File: src/rtl/delay_pipe.sv
// Variable-latency delay line: DEPTH valid-qualified register stages with a
// runtime-selected output tap and a count of valid samples ahead of the tap.
module delay_pipe #(
  parameter int WIDTH = 1,
  parameter int DEPTH = 2,
  localparam int DW = $clog2(DEPTH) + 1
) (
  input  logic             clk,
  input  logic             rst_n,
  input  logic             en,
  input  logic             flush,
  input  logic [DW-1:0]    delay,
  input  logic             in_valid,
  input  logic [WIDTH-1:0] in_data,
  output logic             out_valid,
  output logic [WIDTH-1:0] out_data,
  output logic [DW-1:0]    inflight
);

  localparam logic [DW-1:0] DEPTH_DW = DW'(DEPTH);

  function automatic logic [DW-1:0] clamp_delay(input logic [DW-1:0] d);
    if (d == '0) return DW'(1);
    if (d > DEPTH_DW) return DEPTH_DW;
    return d;
  endfunction

  logic [WIDTH-1:0] pipe_data [DEPTH];
  logic [DEPTH-1:0] pipe_vld;
  logic [DW-1:0]    eff;
  logic [DW-1:0]    tap;

  assign eff = clamp_delay(delay);
  assign tap = eff - DW'(1);

  // Stage registers: stage 0 captures the input, stage i follows stage i-1.
  always_ff @(posedge clk or negedge rst_n) begin
    if (!rst_n) begin
      pipe_vld <= '0;
      for (int i = 0; i < DEPTH; i++) pipe_data[i] <= '0;
    end else if (flush) begin
      pipe_vld <= '0;
      for (int i = 0; i < DEPTH; i++) pipe_data[i] <= '0;
    end else if (en) begin
      pipe_vld[0]  <= in_valid;
      pipe_data[0] <= in_data;
      for (int i = 1; i < DEPTH; i++) begin
        pipe_vld[i]  <= pipe_vld[i-1];
        pipe_data[i] <= pipe_data[i-1];
      end
    end
  end

  // Output tap and occupancy read only registered state, so in_* never reaches out_*.
  always_comb begin
    out_valid = 1'b0;
    out_data  = '0;
    inflight  = '0;
    for (int i = 0; i < DEPTH; i++) begin
      if (DW'(i) == tap) begin
        out_valid = pipe_vld[i];
        out_data  = pipe_data[i];
      end
      if ((DW'(i) < eff) && pipe_vld[i]) inflight = inflight + DW'(1);
    end
  end

endmodule
File: config.mk
export PLATFORM = sky130hd
export DESIGN_NAME = delay_pipe
export DESIGN_NICKNAME = d
export VERILOG_FILES = /design/src/rtl/delay_pipe.sv
export SDC_FILE = /design/constraint.sdc
export NUM_CORES = 1
export LEC_CHECK = 0
export ABC_AREA = 1
export CELL_PAD_IN_SITES_DETAIL_PLACEMENT = 0
export CELL_PAD_IN_SITES_GLOBAL_PLACEMENT = 1
export CORE_AREA = 5 5 42 44
export DETAILED_ROUTE_END_ITERATION = 10
export DIE_AREA = 0 0 47 49
export PLACE_DENSITY_LB_ADDON = 0.12
export SKIP_LAST_GASP = 1
export SYNTH_ARGS = -nofsm -noshare
export SYNTH_HDL_FRONTEND = slang
export SYNTH_SLANG_ARGS = --single-unit
File: constraint.sdc
create_clock -name clk -period 1.3 [get_ports clk]
set_input_delay 0.13 -clock clk [delete_from_list [all_inputs] [get_ports clk]]
set_output_delay 0.13 -clock clk [all_outputs]
set_load 0.005 [all_outputs]
==> reports/metrics.csv, run 1 <==
metric;value;unit
Final nets;53;
CP cell instances;clkdlybuf4s50_1 > buf_4 > o21ai_0 > dlygate4sd2_1;
Slew @ Worst Pin;184;ps
DRC;0;
Final ANT Viol Nets;0;
CTS tree;done;
Sink Count;4;
CTS H-Tree Depth;1;
Area Growth Syn to Fin;75.0;%
first-pass GRT wire length;648;µm
status;finished, final reports clean;
final slew viol count;0;
RSZ-0062 raised after global routing;no;
Clock Tree Buf Depth;2;
GRT Util Overall;4.30;%
Final Hold Fails;0;
endpoint class of the critical path;output pin;
hold slack;99.6;ps
VDD IR max;263;µV
share of cells above drive strength 1;19.0;%
post-layout util;25.6;%
number of detailed-route iterations in the first pass;4;
post-synthesis compound-gate area fraction;4.88;%
Final Cycle Share;93.5;%
fin crit period;1220;ps
die width;47;µm
Num CTS Buffers;3;
Synth Area in Simple Gates;31.1;%
syn avg cell area;7.60;µm²
number of global-route vias before repair;178;
Post-Synth Adder-Cell Area;6.10;%
gpl congestion;0.689;
Synth Cell Area;205;µm²
die height;49;µm
grt total ovfl;0;
PwrDens;942;nW/µm²
max incr delay on CP;420;ps
Yosys cell types;8;
Worst Path Arrival;1090;ps
Synth Net Count;36;
worst hold path class;input pin to asynchronous set/reset pin;
post-cts hold buffer count;0;
main combinational cell family by area after synthesis;simple AND/OR/NAND/NOR gates;
critical path class;input pin to output pin;
Seq/Total Area, Yosys;48.8;%
pin count of the biggest net entering global routing;6;
WP data required;1170;ps
Ports;12;
die area;2300;µm²
Bufs and invs on worst path;3;
n_diodes;0;
final setup vio count;0;
CP Max Fanout;3;
P_leak;0.200;nW
FF+latch count, synth;4;
Clk pin slew, worst setup/hold paths;40;ps
clock skew;0.0785;ps
Via density;3.78;
core area;1400;µm²
Routed WL;484;µm
number of port buffers;10;
Fmax;0.823;GHz
number of fill cells in the layout;156;
CP top delay family;buffers and inverters;
max cap viols;0;
Initial Util;14.6;%
cell row count;14;
post-synthesis xor/xnor area fraction;0;%
multiplexer share of the synthesized area;0;%
Post-CTS Setup Repair Bufs;0;
Gate Count Post-Synth;27;
vias;219;
Starting DRT DRC Count;4;
slew margin rel.;87.7;%
WL per Instance;8.34;µm
Worst path slowest cell;clkdlybuf4s50_1;
Clock Latency Late Sink;230;ps
clock root cell;clkbuf_4;
critical path startpoint category;input pin;
initial antenna violation count;0;
Syn. warnings;0;
==> layout by cell type (no fill, tap or decap) <==
| cell | count |
|---|---|
| dlygate4sd2_1 | 2 |
| o21ai_0 | 2 |
| nor2_2 | 1 |
| clkbuf_2 | 1 |
| clkdlybuf4s15_1 | 1 |
| nand2_1 | 10 |
| nand3_1 | 4 |
| inv_1 | 4 |
| clkdlybuf4s50_1 | 6 |
| buf_4 | 3 |
| clkbuf_4 | 3 |
| dfrtp_1 | 4 |
| ha_1 | 1 |
==> state kept, by name (all words and copies together), names as in the netlist <==
signal     count
pipe_vld       2
pipe_data      2
==> metal layers <==
metal / global-route usage, % / up-vias / routed length (µm)
li1: - / 113 / -
met1: 4.64 / 90 / 218
met2: 4.98 / 12 / 193
met3: 2.21 / 4 / 63
met4: 5.53 / 0 / 9
met5: 0 / - / 0
==> through the flow <==
step	std cells	cell area, µm²	worst slack [ps]	total power [mW]	TNS, ps
final	58	359	84.3	0.338	0
after global routing	58	359	10.1	0.351	0
after CTS	58	362	-80.0	0.345	-80.0
after detailed placement	55	344	-239	0.193	-813
after global placement	55	344	-238	0.192	-769
after floorplan	27	205	410	0.150	0
==> cell usage after synthesis <==
master / count / share of area, %
nor2_2: 1 / 3.1
ha_1: 1 / 6.1
clkbuf_1: 1 / 1.8
nand3_1: 4 / 9.8
nand2_1: 10 / 18
inv_1: 4 / 7.3
o21ai_0: 2 / 4.9
dfrtp_1: 4 / 49
==> report_power, final <==
part / internal [mW] / switching (mW) / total (mW) / leakage (nW)
clock: 0.103 / 0.0490 / 0.152 / 0.0138
sequential: 0.131 / 0.00412 / 0.135 / 0.0541
combinational: 0.0312 / 0.0200 / 0.0511 / 0.132
==> what timing repair did <==
action,4_1_cts,5_1_grt
endpoints found under the setup margin,4,2
pin swaps,0,1
resized for setup,4,3
gates cloned,0,0
==> final cells by class <==
class	instances	area [µm²]	area share [%]
clock buffer	3	22.5	6.27
inverter	4	15.0	4.18
multi-input combinational	18	86.3	24.0
sequential	4	100	27.9
tap	16	20.0	5.57
timing repair buffer	13	115	32.1
==> worst paths after layout <==
path | slack [ps] | from | depth (start not counted) | to
worst max register to register | 530 | pipe_vld[0] | 3 | pipe_vld[1]
worst max-delay path | 80 | delay[1] | 4 | out_valid
worst min-delay path | 100 | rst_n | 1 | pipe_data[0]
max in group asynchronous | 1030 | rst_n | 1 | pipe_vld[1]
min in group clk | 470 | in_data | 3 | pipe_data[1]
worst min register to register | 480 | pipe_data[0] | 2 | pipe_data[0]
==> logic make-up (layout without fill, tap and decap cells) <==
logic type,count (synthesis),after routing
buffers and inverters,5,20
flip-flops,4,4
AO/OA/AOI/OAI,2,2
adder cells (fa/ha/maj),1,1
AND/OR/NAND/NOR,15,15
Power figures use the tool's default switching activity.
==> inputs of run 2 (changes only) <==
Settings changed: ABC_AREA 1 to 0.
==> reports/metrics.csv, run 2 <==
metric;value;unit;change
metal3 WL;58;µm;-7.9%
PwrDens;888;nW/µm²;-5.7%
pin count of the biggest net entering global routing;5;;-1
Slew @ Worst Pin;230;ps;+45.8 ps
worst hold path class;input pin to asynchronous set/reset pin;;
Synth Net Count;27;;-25%
commonest cells after routing, fill and taps aside;clkdlybuf4s50_1, buf_4, mux2i_1, nor2_1, dfrtp_1;;
Top Metal Used;met4;;
fin crit period;1280;ps;+66.8 ps
slew margin rel.;84.7;%;-3.1 points
hold slack;101;ps;+1.78 ps
CTS H-Tree Depth;1;;unchanged
register area;100;µm²;unchanged
Worst Path Arrival;1150;ps;+60 ps
DRC;0;;unchanged
P_leak;0.205;nW;+2.4%
core area;1400;µm²;unchanged
Gate Count Post-Synth;18;;-33%
Seq/Total Area, Yosys;47.3;%;-1.4 points
post-cts hold buffer count;0;;unchanged
Initial Util;15.1;%;+0.45 points
number of fill cells in the layout;163;;+4.5%
Routed WL;521;µm;+7.6%
Syn. warnings;0;;unchanged
die height;49;µm;unchanged
initial antenna violation count;0;;unchanged
M1 WL;190;µm;-13%
EDFF count, synth;0;;unchanged
max incr delay on CP;360;ps;-60 ps
synth top area cells;dfrtp_1, mux2i_1, mux2_1, nor2_1, ha_1;;
status;finished, final reports clean;;
vias;188;;-14%
clock skew;0.0395;ps;-0.0390 ps
Fmax;0.780;GHz;-5.2%
Starting DRT DRC Count;0;;-4
final slew viol count;0;;unchanged
cell row count;14;;unchanged
Final nets;46;;-13%
VDD IR max;348;µV;+32%
die area;2300;µm²;unchanged
placed cells;44;;-20%
Ports;12;;unchanged
max cap viols;0;;unchanged
ys async rst share;100;%;unchanged
GRT Util Overall;5.50;%;+1.2 points
Area Growth Syn to Fin;86.4;%;
RSZ-0062 raised after global routing;yes;;
list of most frequent post-synthesis cells;dfrtp_1, mux2i_1, nor2_1;;
CP Max Fanout;2;;-1
Final WS setup;17.5;ps;-66.8 ps
Clock Tree Buf Depth;2;;unchanged
syn avg cell area;11.7;µm²;+55%
CTS tree;done;;
number of port buffers;10;;unchanged
grt total ovfl;0;;unchanged
WL per Instance;10.2;µm;+22%
share of cells above drive strength 1;40.0;%;+21 points
number of detailed-route iterations in the first pass;1;;-3
Final ANT Viol Nets;0;;unchanged
number of global-route vias before repair;208;;+17%
clock root cell;clkbuf_4;;
Top Registers;pipe_data (2), pipe_vld (2);;
Fin Setup TNS;0;ps;unchanged
endpoint class of the critical path;output pin;;
Final Cycle Share;98.7;%;+5.1 points
Via density;3.69;;-2.4%
first-pass GRT wire length;814;µm;+26%
WP data required;1170;ps;about the same
CP cell instances;mux2_1 > dlygate4sd2_1;;
die width;47;µm;unchanged
ys flop type;dfrtp_1;;
Clk pin slew, worst setup/hold paths;40;ps;about the same
Final Hold Fails;0;;unchanged
metal2 WL;257;µm;+33%
FF+latch count, synth;4;;unchanged
Clock Latency Late Sink;230;ps;about the same
Sink Count;4;;unchanged
Num CTS Buffers;3;;unchanged
Yosys top cell area share;47.3;%;-1.4 points
overall power;0.350;mW;+3.5%
Synth area leader;dfrtp_1;;
gpl congestion;0.653;;-5.2%
Worst path slowest cell;dfrtp_1;;
Synth Cell Area;211;µm²;+3.0%
critical path startpoint category;flip-flop;;
n_diodes;0;;unchanged
critical path class;flip-flop to output pin;;
Yosys cell types;8;;unchanged
dpl ws;-359;ps;-120 ps
area of the multi-input gates;115;µm²;+33%
final non-filler cell total;51;;-12%
final setup vio count;0;;unchanged
-- run 2: changes by cell type after synthesis, sizes merged --
cell,before,now
nand2,10,0
buf,0,1
mux2i,0,4
o21ai,2,0
mux2,0,2
and2,0,1
inv,4,0
nand3,4,0
nor2,1,4
-- run 2: path summary, 6_finish.rpt --
kind | start | endpoint | slack (ps) | cells after the start
max in group asynchronous | rst_n | pipe_data[1] | 1030 | 1
setup reg to reg | pipe_data[1] | pipe_data[0] | 390 | 4
hold / removal | rst_n | pipe_vld[1] | 100 | 1
hold reg to reg | pipe_data[0] | pipe_data[0] | 600 | 3
setup / recovery | pipe_data[0] | out_data | 20 | 2
min in group clk | flush | pipe_vld[1] | 520 | 2
-- run 2: per-layer routing --
layer  track usage [%]  up-vias
li1                  -       93
met1              5.09       84
met2              7.47        9
met3              1.48        2
met4              8.29        0
met5                 0        -
-- run 2: cells by family (layout without fill, tap and decap cells) --
logic type	count (synthesis)	count (layout)	synth area share, %
adder cells (fa/ha/maj)	1	1	5.92
flip-flops	4	4	47.3
buffers and inverters	2	19	7.10
multiplexers	6	6	29.6
AND/OR/NAND/NOR	5	5	10.1
-- run 2: through the flow --
step                      util (%)  cell area, µm²
after floorplan                  -             211
after global placement        23.7             332
after detailed placement      23.7             332
after CTS                     24.9             349
after global routing          28.1             394
final                         28.1             394
-- run 2: final cells by class --
cell class,instances,share of cell area (%)
Clock buffer,3,5.71
Tap cell,16,5.08
Sequential cell,4,25.4
Multi-Input combinational cell,12,29.2
Timing Repair Buffer,16,34.6
-- run 2: where the power goes --
part           total [mW]  internal [mW]  switching, mW
Clock               0.152          0.103         0.0490
Sequential          0.135          0.131        0.00430
Combinational      0.0628         0.0418         0.0210
-- run 2: timing repair --
action / CTS / global route
resized for setup: 12 / 4
pin swaps: 0 / 1
endpoints found under the setup margin: 4 / 4
buffers inserted: 1 / 3
-- run 2: critical path: cells and delay by family (launching register included) --
family,cells,cell delay [ps]
mux,1,290
flops,1,360
buf+inv,1,260
==> inputs of run 3 (changes only) <==
Settings changed: CELL_PAD_IN_SITES_DETAIL_PLACEMENT 0 to default, CELL_PAD_IN_SITES_GLOBAL_PLACEMENT 1 to default, SKIP_LAST_GASP 1 to default.
==> reports/metrics.csv, run 3 (synthesis gave the netlist of run 2 again) <==
metric;value;unit;change
core area;1400;µm²;unchanged
number of global-route vias before repair;185;;-11%
final setup vio count;0;;unchanged
Initial Util;15.1;%;unchanged
Routed WL;501;µm;-3.8%
Top Metal Used;met3;;
commonest non-fill, non-tap cell in the layout;clkdlybuf4s50_1;;
initial antenna violation count;0;;unchanged
first-pass GRT wire length;786;µm;-3.4%
RSZ-0062 raised after global routing;no;;
slew margin rel.;84.0;%;-0.65 points
Worst Path Arrival;1120;ps;-30 ps
Clk pin slew, worst setup/hold paths;30;ps;about the same
grt total ovfl;0;;unchanged
post-layout util;27.1;%;-0.98 points
Via density;3.65;;-0.90%
metal3 WL;57;µm;-1.7%
Slew @ Worst Pin;239;ps;+9.66 ps
number of detailed-route iterations in the first pass;2;;+1
number of port buffers;10;;unchanged
Sink Count;4;;unchanged
vias;179;;-4.8%
WL per Instance;10.2;µm;about the same
cell row count;14;;unchanged
CTS H-Tree Depth;1;;unchanged
share of cells above drive strength 1;36.4;%;-3.6 points
GRT Util Overall;5.30;%;-0.21 points
PwrDens;901;nW/µm²;+1.4%
die width;47;µm;unchanged
clock root cell;clkbuf_4;;
Area Growth Syn to Fin;79.9;%;
die area;2300;µm²;unchanged
CP Max Fanout;2;;unchanged
Clock Latency Late Sink;230;ps;about the same
Final Hold Fails;0;;unchanged
WP data required;1170;ps;about the same
number of fill cells in the layout;164;;+0.61%
worst hold path class;input pin to asynchronous set/reset pin;;
metal2 WL;246;µm;-4.3%
max cap viols;0;;unchanged
fin crit period;1250;ps;-29.8 ps
DRC;0;;unchanged
VDD IR max;313;µV;-10%
Final Cycle Share;96.4;%;-2.3 points
Top Registers;pipe_data (2), pipe_vld (2);;
M1 WL;197;µm;+3.7%
Num CTS Buffers;3;;unchanged
CTS tree;done;;
n_diodes;0;;unchanged
Starting DRT DRC Count;1;;+1
critical path class;flip-flop to output pin;;
P_leak;0.191;nW;-6.9%
Ports;12;;unchanged
commonest cells after routing, fill and taps aside;clkdlybuf4s50_1, mux2i_1, nor2_1, dfrtp_1;;
Final ANT Viol Nets;0;;unchanged
gpl congestion;0.682;;+4.5%
die height;49;µm;unchanged
final slew viol count;0;;unchanged
endpoint class of the critical path;output pin;;
Clock Tree Buf Depth;2;;unchanged
overall power;0.343;mW;-2.1%
status;finished, final reports clean;;
Final nets;44;;-4.3%
Fmax;0.798;GHz;+2.4%
critical path startpoint category;flip-flop;;
clock skew;0.0133;ps;-0.0262 ps
pin count of the biggest net entering global routing;5;;unchanged
==> run 3: changes by cell type in the layout (fill, tap and decap cells not counted) <==
cell	before	now
clkdlybuf4s15_1	1	2
dlygate4sd2_1	2	1
buf_4	5	3
buf_2	2	1
clkbuf_2	0	1
==> run 3: per-stage QoR <==
step                cells  hold WS (ps)  instance area (µm²)  setup WS, ps  TNS [ps]
finish                 49           109                  380          47.4         0
global route           49           109                  380          2.92         0
CTS                    47           105                  347         -61.2     -61.2
detailed placement     44           355                  332          -340     -1120
global placement       44           345                  332          -316     -1040
floorplan              18          -166                  211           388         0
==> run 3: final cells by class <==
cell class	instances	area (µm²)	share of cell area [%]
clock buffer	3	22.5	5.92
multi-input combinational	12	115	30.3
sequential	4	100	26.3
tap	16	20.0	5.26
timing repair buffer	14	123	32.2
==> run 3: final timing paths <==
path                       cells after the start    startpoint           end  slack, ps
min reg2reg                                    2  pipe_data[0]  pipe_data[0]        520
max                                            3   pipe_vld[1]   inflight[0]         50
max reg2reg                                    4   pipe_vld[1]   pipe_vld[1]        370
max in group asynchronous                      1         rst_n  pipe_data[1]       1020
min                                            1         rst_n   pipe_vld[0]        110
min in group clk                               2  pipe_data[0]  pipe_data[0]        520
==> run 3: where the power goes <==
| group | internal, mW | total, mW | switching [mW] | leakage (nW) |
|---|---|---|---|---|
| Sequential | 0.131 | 0.136 | 0.00512 | 0.0540 |
| Combinational | 0.0390 | 0.0593 | 0.0203 | 0.123 |
| Clock | 0.103 | 0.147 | 0.0445 | 0.0138 |
==> run 3: critical path, stage by stage, from the launching register on <==
cell	delay [ps]
dfrtp_1	390
and2_4	150
ha_4	250
clkbuf_2	100
==> run 3: repair_timing <==
action	4_1_cts	5_1_grt
resized for setup	10	6
setup endpoints to repair	4	3
pin swaps	1	0
setup buffers	0	2
hold endpoints to repair	0	0
hold buffers	0	0
==> run 3: routing by layer <==
layer  vias up  global-route usage [%]
met5         -                       0
met4         0                    6.91
met3         0                    2.95
met2         7                    5.20
met1        82                    6.43
li1         90                       -
